--- src/rtl/ctrl_pkg.sv ---
// Decode/control encodings shared by the ID stage and its decoder.
// Holds opcode constants, field encodings and the registered control bundle type.
package ctrl_pkg;

  localparam logic [6:0] OPC_OP     = 7'b0110011;
  localparam logic [6:0] OPC_OP_IMM = 7'b0010011;
  localparam logic [6:0] OPC_LOAD   = 7'b0000011;
  localparam logic [6:0] OPC_STORE  = 7'b0100011;
  localparam logic [6:0] OPC_BRANCH = 7'b1100011;
  localparam logic [6:0] OPC_LUI    = 7'b0110111;
  localparam logic [6:0] OPC_AUIPC  = 7'b0010111;
  localparam logic [6:0] OPC_JAL    = 7'b1101111;
  localparam logic [6:0] OPC_JALR   = 7'b1100111;

  localparam logic [2:0] SEXT_S     = 3'b000;
  localparam logic [2:0] SEXT_I     = 3'b001;
  localparam logic [2:0] SEXT_B     = 3'b010;
  localparam logic [2:0] SEXT_ISH   = 3'b011;
  localparam logic [2:0] SEXT_U     = 3'b100;
  localparam logic [2:0] SEXT_J     = 3'b110;
  localparam logic [2:0] SEXT_NONE  = 3'b111;

  localparam logic [3:0] ALU_ADD    = 4'h0;
  localparam logic [3:0] ALU_SUB    = 4'h1;
  localparam logic [3:0] ALU_AND    = 4'h2;
  localparam logic [3:0] ALU_OR     = 4'h3;
  localparam logic [3:0] ALU_XOR    = 4'h4;
  localparam logic [3:0] ALU_SLL    = 4'h5;
  localparam logic [3:0] ALU_SRL    = 4'h6;
  localparam logic [3:0] ALU_SRA    = 4'h7;
  localparam logic [3:0] ALU_SLT    = 4'h8;
  localparam logic [3:0] ALU_SLTU   = 4'h9;
  localparam logic [3:0] ALU_MUL    = 4'hA;

  localparam logic [1:0] WD_ALU     = 2'b00;
  localparam logic [1:0] WD_MEM     = 2'b01;
  localparam logic [1:0] WD_PC4     = 2'b10;
  localparam logic [1:0] WD_IMM     = 2'b11;

  typedef struct packed {
    logic [4:0] rs1;
    logic [4:0] rs2;
    logic [4:0] rd;
    logic [2:0] sext_op;
    logic [3:0] alu_op;
    logic [1:0] wd_sel;
    logic       rf_we;
    logic       alua_sel;
    logic       alub_sel;
    logic       mem_rd;
    logic       mem_wr;
    logic       is_branch;
    logic       is_jump;
    logic [2:0] br_type;
    logic       illegal;
  } ctrl_t;

  // funct3 -> ALU op for the base (funct7 == 0) register/immediate forms.
  function automatic logic [3:0] alu_from_f3(input logic [2:0] f3);
    case (f3)
      3'b000:  return ALU_ADD;
      3'b001:  return ALU_SLL;
      3'b010:  return ALU_SLT;
      3'b011:  return ALU_SLTU;
      3'b100:  return ALU_XOR;
      3'b101:  return ALU_SRL;
      3'b110:  return ALU_OR;
      default: return ALU_AND;
    endcase
  endfunction

endpackage

--- src/rtl/id_decode.sv ---
// Combinational RV32I(+optional MUL) decoder: instruction word -> control bundle.
// Zero latency, no state; unused register fields are reported as 0.
module id_decode
  import ctrl_pkg::*;
#(
  parameter int ENABLE_MUL = 0
) (
  input  logic [31:0] inst,
  output ctrl_t       ctrl,
  output logic        rs1_used,
  output logic        rs2_used
);

  logic [6:0] opc;
  logic [2:0] f3;
  logic [6:0] f7;
  logic       legal;
  logic       has_rd;
  logic       u1;
  logic       u2;

  assign opc = inst[6:0];
  assign f3  = inst[14:12];
  assign f7  = inst[31:25];

  always_comb begin
    ctrl   = '0;
    legal  = 1'b0;
    has_rd = 1'b0;
    u1     = 1'b0;
    u2     = 1'b0;
    case (opc)
      OPC_OP: begin
        legal = 1'b1; has_rd = 1'b1; u1 = 1'b1; u2 = 1'b1;
        ctrl.sext_op = SEXT_NONE;
        ctrl.wd_sel  = WD_ALU;
        if (f7 == 7'b0000000)                        ctrl.alu_op = alu_from_f3(f3);
        else if (f7 == 7'b0100000 && f3 == 3'b000)   ctrl.alu_op = ALU_SUB;
        else if (f7 == 7'b0100000 && f3 == 3'b101)   ctrl.alu_op = ALU_SRA;
        else if (ENABLE_MUL != 0 && f7 == 7'b0000001 && f3 == 3'b000) ctrl.alu_op = ALU_MUL;
        else legal = 1'b0;
      end
      OPC_OP_IMM: begin
        legal = 1'b1; has_rd = 1'b1; u1 = 1'b1;
        ctrl.alub_sel = 1'b1;
        ctrl.wd_sel   = WD_ALU;
        ctrl.sext_op  = SEXT_I;
        ctrl.alu_op   = alu_from_f3(f3);
        if (f3 == 3'b001 || f3 == 3'b101) begin
          // Shift-immediates reuse the funct7 slot to pick logical vs arithmetic.
          ctrl.sext_op = SEXT_ISH;
          if (f3 == 3'b101 && f7 == 7'b0100000) ctrl.alu_op = ALU_SRA;
          else if (f7 != 7'b0000000)            legal = 1'b0;
        end
      end
      OPC_LOAD: begin
        legal = (f3 == 3'b010); has_rd = 1'b1; u1 = 1'b1;
        ctrl.sext_op  = SEXT_I;
        ctrl.alub_sel = 1'b1;
        ctrl.mem_rd   = 1'b1;
        ctrl.wd_sel   = WD_MEM;
      end
      OPC_STORE: begin
        legal = (f3 == 3'b010); u1 = 1'b1; u2 = 1'b1;
        ctrl.sext_op  = SEXT_S;
        ctrl.alub_sel = 1'b1;
        ctrl.mem_wr   = 1'b1;
      end
      OPC_BRANCH: begin
        legal = (f3 != 3'b010) && (f3 != 3'b011); u1 = 1'b1; u2 = 1'b1;
        ctrl.sext_op   = SEXT_B;
        ctrl.alua_sel  = 1'b1;
        ctrl.alub_sel  = 1'b1;
        ctrl.is_branch = 1'b1;
        ctrl.br_type   = f3;
      end
      OPC_LUI: begin
        legal = 1'b1; has_rd = 1'b1;
        ctrl.sext_op  = SEXT_U;
        ctrl.alub_sel = 1'b1;
        ctrl.wd_sel   = WD_IMM;
      end
      OPC_AUIPC: begin
        legal = 1'b1; has_rd = 1'b1;
        ctrl.sext_op  = SEXT_U;
        ctrl.alua_sel = 1'b1;
        ctrl.alub_sel = 1'b1;
      end
      OPC_JAL: begin
        legal = 1'b1; has_rd = 1'b1;
        ctrl.sext_op  = SEXT_J;
        ctrl.alua_sel = 1'b1;
        ctrl.alub_sel = 1'b1;
        ctrl.is_jump  = 1'b1;
        ctrl.wd_sel   = WD_PC4;
      end
      OPC_JALR: begin
        legal = (f3 == 3'b000); has_rd = 1'b1; u1 = 1'b1;
        ctrl.sext_op  = SEXT_I;
        ctrl.alub_sel = 1'b1;
        ctrl.is_jump  = 1'b1;
        ctrl.wd_sel   = WD_PC4;
      end
      default: legal = 1'b0;
    endcase

    if (!legal) begin
      ctrl         = '0;
      ctrl.illegal = 1'b1;
      u1           = 1'b0;
      u2           = 1'b0;
    end else begin
      ctrl.rs1   = u1 ? inst[19:15] : 5'd0;
      ctrl.rs2   = u2 ? inst[24:20] : 5'd0;
      ctrl.rd    = has_rd ? inst[11:7] : 5'd0;
      ctrl.rf_we = has_rd && (inst[11:7] != 5'd0);
    end
    rs1_used = u1;
    rs2_used = u2;
  end

endmodule

--- src/rtl/id_ctrl_stage.sv ---
// Registered decode stage: one instruction per cycle into an EX control bundle.
// 1-cycle latency; flush > ex_stall (hold) > load-use bubble > decode; id_ready is combinational.
module id_ctrl_stage
  import ctrl_pkg::*;
#(
  parameter int XLEN       = 32,
  parameter int ENABLE_MUL = 0
) (
  input  logic            clk,
  input  logic            rst_n,
  input  logic            if_valid,
  input  logic [31:0]     if_inst,
  input  logic [XLEN-1:0] if_pc,
  output logic            id_ready,
  input  logic            ex_stall,
  input  logic            flush,
  output logic            ex_valid,
  output logic [XLEN-1:0] ex_pc,
  output logic [4:0]      ex_rs1,
  output logic [4:0]      ex_rs2,
  output logic [4:0]      ex_rd,
  output logic [2:0]      ex_sext_op,
  output logic [3:0]      ex_alu_op,
  output logic [1:0]      ex_wd_sel,
  output logic            ex_rf_we,
  output logic            ex_alua_sel,
  output logic            ex_alub_sel,
  output logic            ex_mem_rd,
  output logic            ex_mem_wr,
  output logic            ex_is_branch,
  output logic            ex_is_jump,
  output logic [2:0]      ex_br_type,
  output logic            ex_illegal
);

  ctrl_t           dec_ctrl;
  logic            dec_rs1_used;
  logic            dec_rs2_used;
  ctrl_t           ex_q;
  logic            ex_valid_q;
  logic [XLEN-1:0] ex_pc_q;
  logic            hazard;

  id_decode #(.ENABLE_MUL(ENABLE_MUL)) u_decode (
    .inst     (if_inst),
    .ctrl     (dec_ctrl),
    .rs1_used (dec_rs1_used),
    .rs2_used (dec_rs2_used)
  );

  // Load-use against the bundle currently held for EX; decoder zeroes unused rs fields.
  always_comb begin
    hazard = if_valid && ex_valid_q && ex_q.mem_rd && (ex_q.rd != 5'd0) &&
             ((dec_rs1_used && dec_ctrl.rs1 == ex_q.rd) ||
              (dec_rs2_used && dec_ctrl.rs2 == ex_q.rd));
    id_ready = flush || (!ex_stall && !hazard);
  end

  always_ff @(posedge clk or negedge rst_n) begin
    if (!rst_n) begin
      ex_q       <= '0;
      ex_valid_q <= 1'b0;
      ex_pc_q    <= '0;
    end else if (flush) begin
      ex_q       <= '0;
      ex_valid_q <= 1'b0;
      ex_pc_q    <= '0;
    end else if (!ex_stall) begin
      if (hazard || !if_valid) begin
        ex_q       <= '0;
        ex_valid_q <= 1'b0;
        ex_pc_q    <= '0;
      end else begin
        ex_q       <= dec_ctrl;
        ex_valid_q <= 1'b1;
        ex_pc_q    <= if_pc;
      end
    end
  end

  assign ex_valid     = ex_valid_q;
  assign ex_pc        = ex_pc_q;
  assign ex_rs1       = ex_q.rs1;
  assign ex_rs2       = ex_q.rs2;
  assign ex_rd        = ex_q.rd;
  assign ex_sext_op   = ex_q.sext_op;
  assign ex_alu_op    = ex_q.alu_op;
  assign ex_wd_sel    = ex_q.wd_sel;
  assign ex_rf_we     = ex_q.rf_we;
  assign ex_alua_sel  = ex_q.alua_sel;
  assign ex_alub_sel  = ex_q.alub_sel;
  assign ex_mem_rd    = ex_q.mem_rd;
  assign ex_mem_wr    = ex_q.mem_wr;
  assign ex_is_branch = ex_q.is_branch;
  assign ex_is_jump   = ex_q.is_jump;
  assign ex_br_type   = ex_q.br_type;
  assign ex_illegal   = ex_q.illegal;

endmodule

--- config.mk ---
export PLATFORM = sky130hd
export DESIGN_NAME = id_ctrl_stage
export DESIGN_NICKNAME = d
export VERILOG_FILES = /design/src/rtl/ctrl_pkg.sv /design/src/rtl/id_decode.sv /design/src/rtl/id_ctrl_stage.sv
export SDC_FILE = /design/constraint.sdc
export NUM_CORES = 1
export LEC_CHECK = 0
export ABC_AREA = 1
export BUFFER_PORTS_ARGS = -buffer_cell sky130_fd_sc_hd__buf_2
export CAP_MARGIN = 25
export CORE_MARGIN = 2
export CORE_UTILIZATION = 54
export CTS_CLUSTER_SIZE = 16
export DETAILED_ROUTE_END_ITERATION = 10
export PLACE_DENSITY_LB_ADDON = 0.25
export SYNTH_ARGS = -nofsm -noshare
export SYNTH_HDL_FRONTEND = slang
export SYNTH_HIERARCHICAL = 1
export SYNTH_SLANG_ARGS = --single-unit
--- constraint.sdc ---
create_clock -name clk -period 5.9 [get_ports clk]
set_clock_uncertainty 0.2 [all_clocks]
set_input_delay 0.885 -clock clk [delete_from_list [all_inputs] [get_ports clk]]
set_output_delay 0.885 -clock clk [all_outputs]
set_load 0.01 [all_outputs]
# ---- Word level (Yosys, flattened, before mapping)
# Cells that the tools add are included.
# Widths: inputs -> output; s select.
dict set report totals {
  register_bits 68
  input_bits 69
  output_inout_bits 69
  elab_cells 115
}
dict set report op_classes {
  eq_ne 21
  mux 44
  n_reduce_logical 33
}
# op count
set op_table {}
lappend op_table {{$mux 35} 3}
lappend op_table {{$mux 32} 3}
lappend op_table {{$eq 7x6->1 const B} 4}
lappend op_table {{$pmux 4 s7} 1}
lappend op_table {{$eq 7x7->1 const B} 3}
lappend op_table {{$mux 1} 21}
lappend op_table {{$pmux 3 s6} 1}
lappend op_table {{$mux 15} 1}
lappend op_table {{$mux 5} 3}
lappend op_table {{$eq 7x5->1 const B} 2}
lappend op_table {{$mux 4} 3}
lappend op_table {{$logic_and 1x1->1} 11}
lappend op_table {{$eq 5x5->1} 2}
lappend op_table {{$mux 10} 1}
lappend op_table {{$reduce_bool 5->1} 2}
lappend op_table {{$eq 3x3->1 const B} 3}
lappend op_table {{$mux 9} 1}
lappend op_table {{$reduce_or 3->1} 3}
lappend op_table {{$pmux 4 s2} 1}
lappend op_table {{$reduce_or 2->1} 4}
lappend op_table {{$reduce_or 8->1} 1}
lappend op_table {{$eq 7x2->1 const B} 1}
lappend op_table {{$logic_not 7->1} 1}
lappend op_table {{$reduce_bool 7->1} 1}
lappend op_table {{13 further kinds} 21}

# ---- Logic depth before layout (Yosys ltp)
dict set report depth {
  word_depth 15
  ltp_mapped 22
  ltp_nobuf 19
}

# ---- Cells and area by module
# The synthesis kept the hierarchy.
# mod instances cells_each area_each_um2 seq_area_each_um2
set by_module_without_submodules {}
lappend by_module_without_submodules {id_ctrl_stage 1 355 2910.3 1701.6}
lappend by_module_without_submodules {id_decode 1 197 875.8 0.0}

# ---- Worst setup path after synthesis
# No wires, ideal clock.
dict set report synth_path {
  path_kind {input-to-output}
  start {in if_inst[0]}
  end {out id_ready}
  arrival_time_ps 2551
  required_ps 4815
  slack_ps 2264
  path_stages 21
  n_path_buf 2
  cell_sequence {nand2_1 inv_1 nand2_4 inv_2 nand3_4 nand2_1 nor2_2 nand3_4 buf_6 nand2_1 inv_1 inv_1 nand2_1 nand2_1 nor2_1 nand3_1 nand2_1 nand2_2 buf_6 nor2_1 nor2_1}
}
# element line_no
set synth_rtl {}
lappend synth_rtl {{from (decl)} id_ctrl_stage.sv:12} ;# input logic [31:0] if_inst,
lappend synth_rtl {{to (decl)} id_ctrl_stage.sv:14} ;# output logic id_ready,

==> results_dict.tcl <==
set metrics [dict create \
    setup-violations-final 0 \
    post_synth_and_or_nand_nor_area_fraction_pct 42.6 \
    grt_start_max_net_pins 69 \
    timing_max_transition_violations_final 0 \
    most_frequent_cell_after_synthesis "sky130_fd_sc_hd__nand2_1" \
    start_kind "primary input" \
    post_synth_instance_area_um2 3790 \
    io_buffer_count 137 \
    synth_flop_cell "sky130_fd_sc_hd__dfrtp_1" \
    pin_count 138 \
    relative_max_transition_margin_pct 43.4 \
    global_route_wire_length_before_repair_um 15700 \
    vdd.ir_drop.worst_uv 179 \
    yosys.area_share.adder_pct 0 \
    final-hold-violation-count 0 \
    worst_setup_hold_path_clk_slew_ns 0.07 \
    synth-compound-area-share_pct 1.69 \
    sum_of_internal_switching_and_leakage_power_w 0.00100 \
    post_synth_inst_count 552 \
    dr.first_iter.drc_count 238 \
    number_of_buffers_inserted_to_repair_setup_after_cts 0 \
    syn_area_per_cell_um2 6.86 \
    p_per_area_nw_per_um2 211 \
    drt-total-wl_um 9740 \
    parity_gate_share_of_the_synthesized_area_counting_xor_and_xnor_cells_pct 0 \
    num_rows 30 \
    final_nets 751 \
    post_cts_resize_count 0 \
    clock_tree_from_tritoncts "yes" \
    syn2layout_area_growth_pct 25.1 \
    ys_top_cells_by_area "sky130_fd_sc_hd__dfrtp_1 45%, sky130_fd_sc_hd__nand2_1 23%, sky130_fd_sc_hd__nand3_1 10%, sky130_fd_sc_hd__inv_1 6.6%, sky130_fd_sc_hd__nor2_1 4.6%" \
    share_of_cell_area_taken_by_muxes_after_synthesis_pct 0 \
    antenna_found_initial 0 \
    critical_path.max_fanout 27 \
    leading_post_synthesis_cells_by_instance_count "227 x sky130_fd_sc_hd__nand2_1, 79 x sky130_fd_sc_hd__nand3_1, 68 x sky130_fd_sc_hd__dfrtp_1" \
    fp.dieArea_um2 7700 \
    clock_tree.root_cell "sky130_fd_sc_hd__clkbuf_8" \
    ys_seq_area_share_pct 44.9 \
    drtPass1Iterations 5 \
    cellLeakagePower_nw 3.14 \
    globalRoute.totalOverflow 0 \
    core_area_um2 6790 \
    synthesis.yosys.warnings 6 \
    timing.critical_path.required_ns 4.82 \
    grt_pass1_vias 3644 \
    yosysTopAreaCellShare_pct 44.9 \
    clkSinkCount 68 \
    num_vias 3874 \
    ys_seq_elements 68 \
    drt-wirelength-per-cell_um 12.4 \
    synthDistinctLibCells 24 \
    timing_worst_slew_pin_value_ns 0.848 \
    cp_data_arrival_time_ns 3.13 \
    layout_min_cycle_time_ns 4.21 \
    setup.worst_path.class "in2out" \
    layout_worst_path_cycle_share_pct 71.4 \
    timing.setup.tns_ns 0 \
    cts-buffers-inserted 9 \
    worst_hold_path_type "reg2reg" \
    floorplan.initialDensity_pct 55.7 \
    synth_top_family_by_area "simple AND/OR/NAND/NOR gates" \
    number_of_antenna_repair_diodes 0 \
    cts_max_level 3 \
    filler_cell_count 587 \
    synth_enable_flop_cells 0 \
    grt_usage_pct 25.8 \
    synth_fp_nets 621 \
    place_hpwl_um 6820 \
    gp_routability_congestion 0.985 \
    max-cap-violations 0 \
    drcViolationCount 0 \
    clock_path_buffers 2 \
    synth_top_area_cell "sky130_fd_sc_hd__dfrtp_1" \
    insertion_delay_ns 0.34 \
    fmax_ghz 0.237 \
    drive_gt1_share_pct 26.3 \
    status "finished clean" \
    via_per_inst 4.95 \
    ant_nets 0 \
    end_kind "output port" \
    synth_async_sr_flop_share_pct 100 \
    rsz0062_at_grt "false" \
    die_width_um 87.7 \
    die_span_in_y_um 87.7 \
    hold_buffers 0 \
]
-- cell usage in the layout (no fill, tap or decap), types with 4 or more instances in the layout --
| cell | n |
|---|---|
| sky130_fd_sc_hd__dfrtp_1 | 68 |
| sky130_fd_sc_hd__inv_2 | 7 |
| sky130_fd_sc_hd__nand2_2 | 5 |
| sky130_fd_sc_hd__clkbuf_8 | 9 |
| sky130_fd_sc_hd__buf_4 | 4 |
| sky130_fd_sc_hd__o21ai_0 | 7 |
| sky130_fd_sc_hd__nor2_1 | 45 |
| sky130_fd_sc_hd__inv_1 | 67 |
| sky130_fd_sc_hd__nand2_1 | 227 |
| sky130_fd_sc_hd__nand3_1 | 79 |
| sky130_fd_sc_hd__buf_2 | 137 |
-- cell families (layout without fill, tap and decap cells) --
| logic type | Yosys count | after routing |
|---|---|---|
| AOI/OAI and AO/OA | 12 | 12 |
| buffers and inverters | 97 | 232 |
| DFF | 68 | 68 |
| and+or+nand+nor | 375 | 375 |
-- through the flow --
stage	instance area, um^2	instances	hold slack, ns	setup WS, ns	util (%)
after detailed placement	4510	766	0.260	1.77	66.3
after global routing	4740	783	0.293	1.41	69.7
after CTS	4720	782	0.281	1.77	69.5
final	4740	783	0.275	1.69	69.7
after global placement	4510	766	0.257	1.90	66.3
after floorplan	3790	552	0.315	2.26	-
-- path summary, 6_finish.rpt --
check	startpoint	endpoint	slack, ns	cells past startpoint
min in group asynchronous	rst_n	ex_rs2[0]	0.51	2
max in group asynchronous	rst_n	ex_rs2[1]	4.41	2
worst min register to register	ex_pc[5]	ex_pc[5]	0.28	2
worst max register to register	ex_rd[4]	ex_pc[9]	3.89	10
worst max-delay path	if_inst[14]	id_ready	1.69	20
worst min-delay path	ex_pc[5]	ex_pc[5]	0.28	2
-- per-layer routing --
| layer | GRT usage [%] | up-vias | routed length (um) |
|---|---|---|---|
| li1 | - | 1942 | - |
| met1 | 32.8 | 1752 | 4180 |
| met2 | 42.4 | 152 | 4720 |
| met3 | 6.41 | 28 | 638 |
| met4 | 10.1 | 0 | 196 |
| met5 | 0 | - | 0 |
-- worst max-delay path, stage by stage --
cell and delay, ns:
sky130_fd_sc_hd__buf_2 0.12, sky130_fd_sc_hd__inv_1 0.11, sky130_fd_sc_hd__nand2_1 0.10, sky130_fd_sc_hd__nor2_1 0.21
sky130_fd_sc_hd__o21ai_0 0.13, sky130_fd_sc_hd__nand2_1 0.09, sky130_fd_sc_hd__nand2_1 0.11, sky130_fd_sc_hd__nand3_4 0.27
sky130_fd_sc_hd__nand2_1 0.16, sky130_fd_sc_hd__nor2_1 0.19, sky130_fd_sc_hd__inv_1 0.06, sky130_fd_sc_hd__nand2_1 0.06
sky130_fd_sc_hd__nand2_1 0.05, sky130_fd_sc_hd__nor2_1 0.10, sky130_fd_sc_hd__nand3_1 0.07, sky130_fd_sc_hd__nand2_1 0.08
sky130_fd_sc_hd__nand2_2 0.06, sky130_fd_sc_hd__nor2_1 0.08, sky130_fd_sc_hd__nor2_1 0.06, sky130_fd_sc_hd__buf_2 0.14
-- report_power, final --
part,internal [W],switching (W)
sequential,0.000475,0.00000502
combinational,0.0000360,0.0000619
clock,0.000239,0.000183
-- flip-flops by register name, indices dropped and copies added (netlist names) --
signal and count:
ex_alua_sel 1, ex_br_type 3, ex_rd 5, ex_valid 1
ex_wd_sel 2, ex_rf_we 1, ex_rs1 5, ex_illegal 1
ex_rs2 5, ex_sext_op 3, ex_mem_wr 1, ex_is_jump 1
ex_pc 32, ex_mem_rd 1, ex_is_branch 1, ex_alub_sel 1
ex_alu_op 4
-- final cells by class --
type                    instances  area [um^2]  area share [%]
clock buffers                  10          128            2.69
repair buffers                142          731            15.4
inverters                      74          278            5.87
clock inverters                 6         87.6            1.85
flip-flops and latches         68         1700            35.9
well taps                      96          120            2.54
multi-input cells             387         1690            35.7
Power figures use the tool's default switching activity.
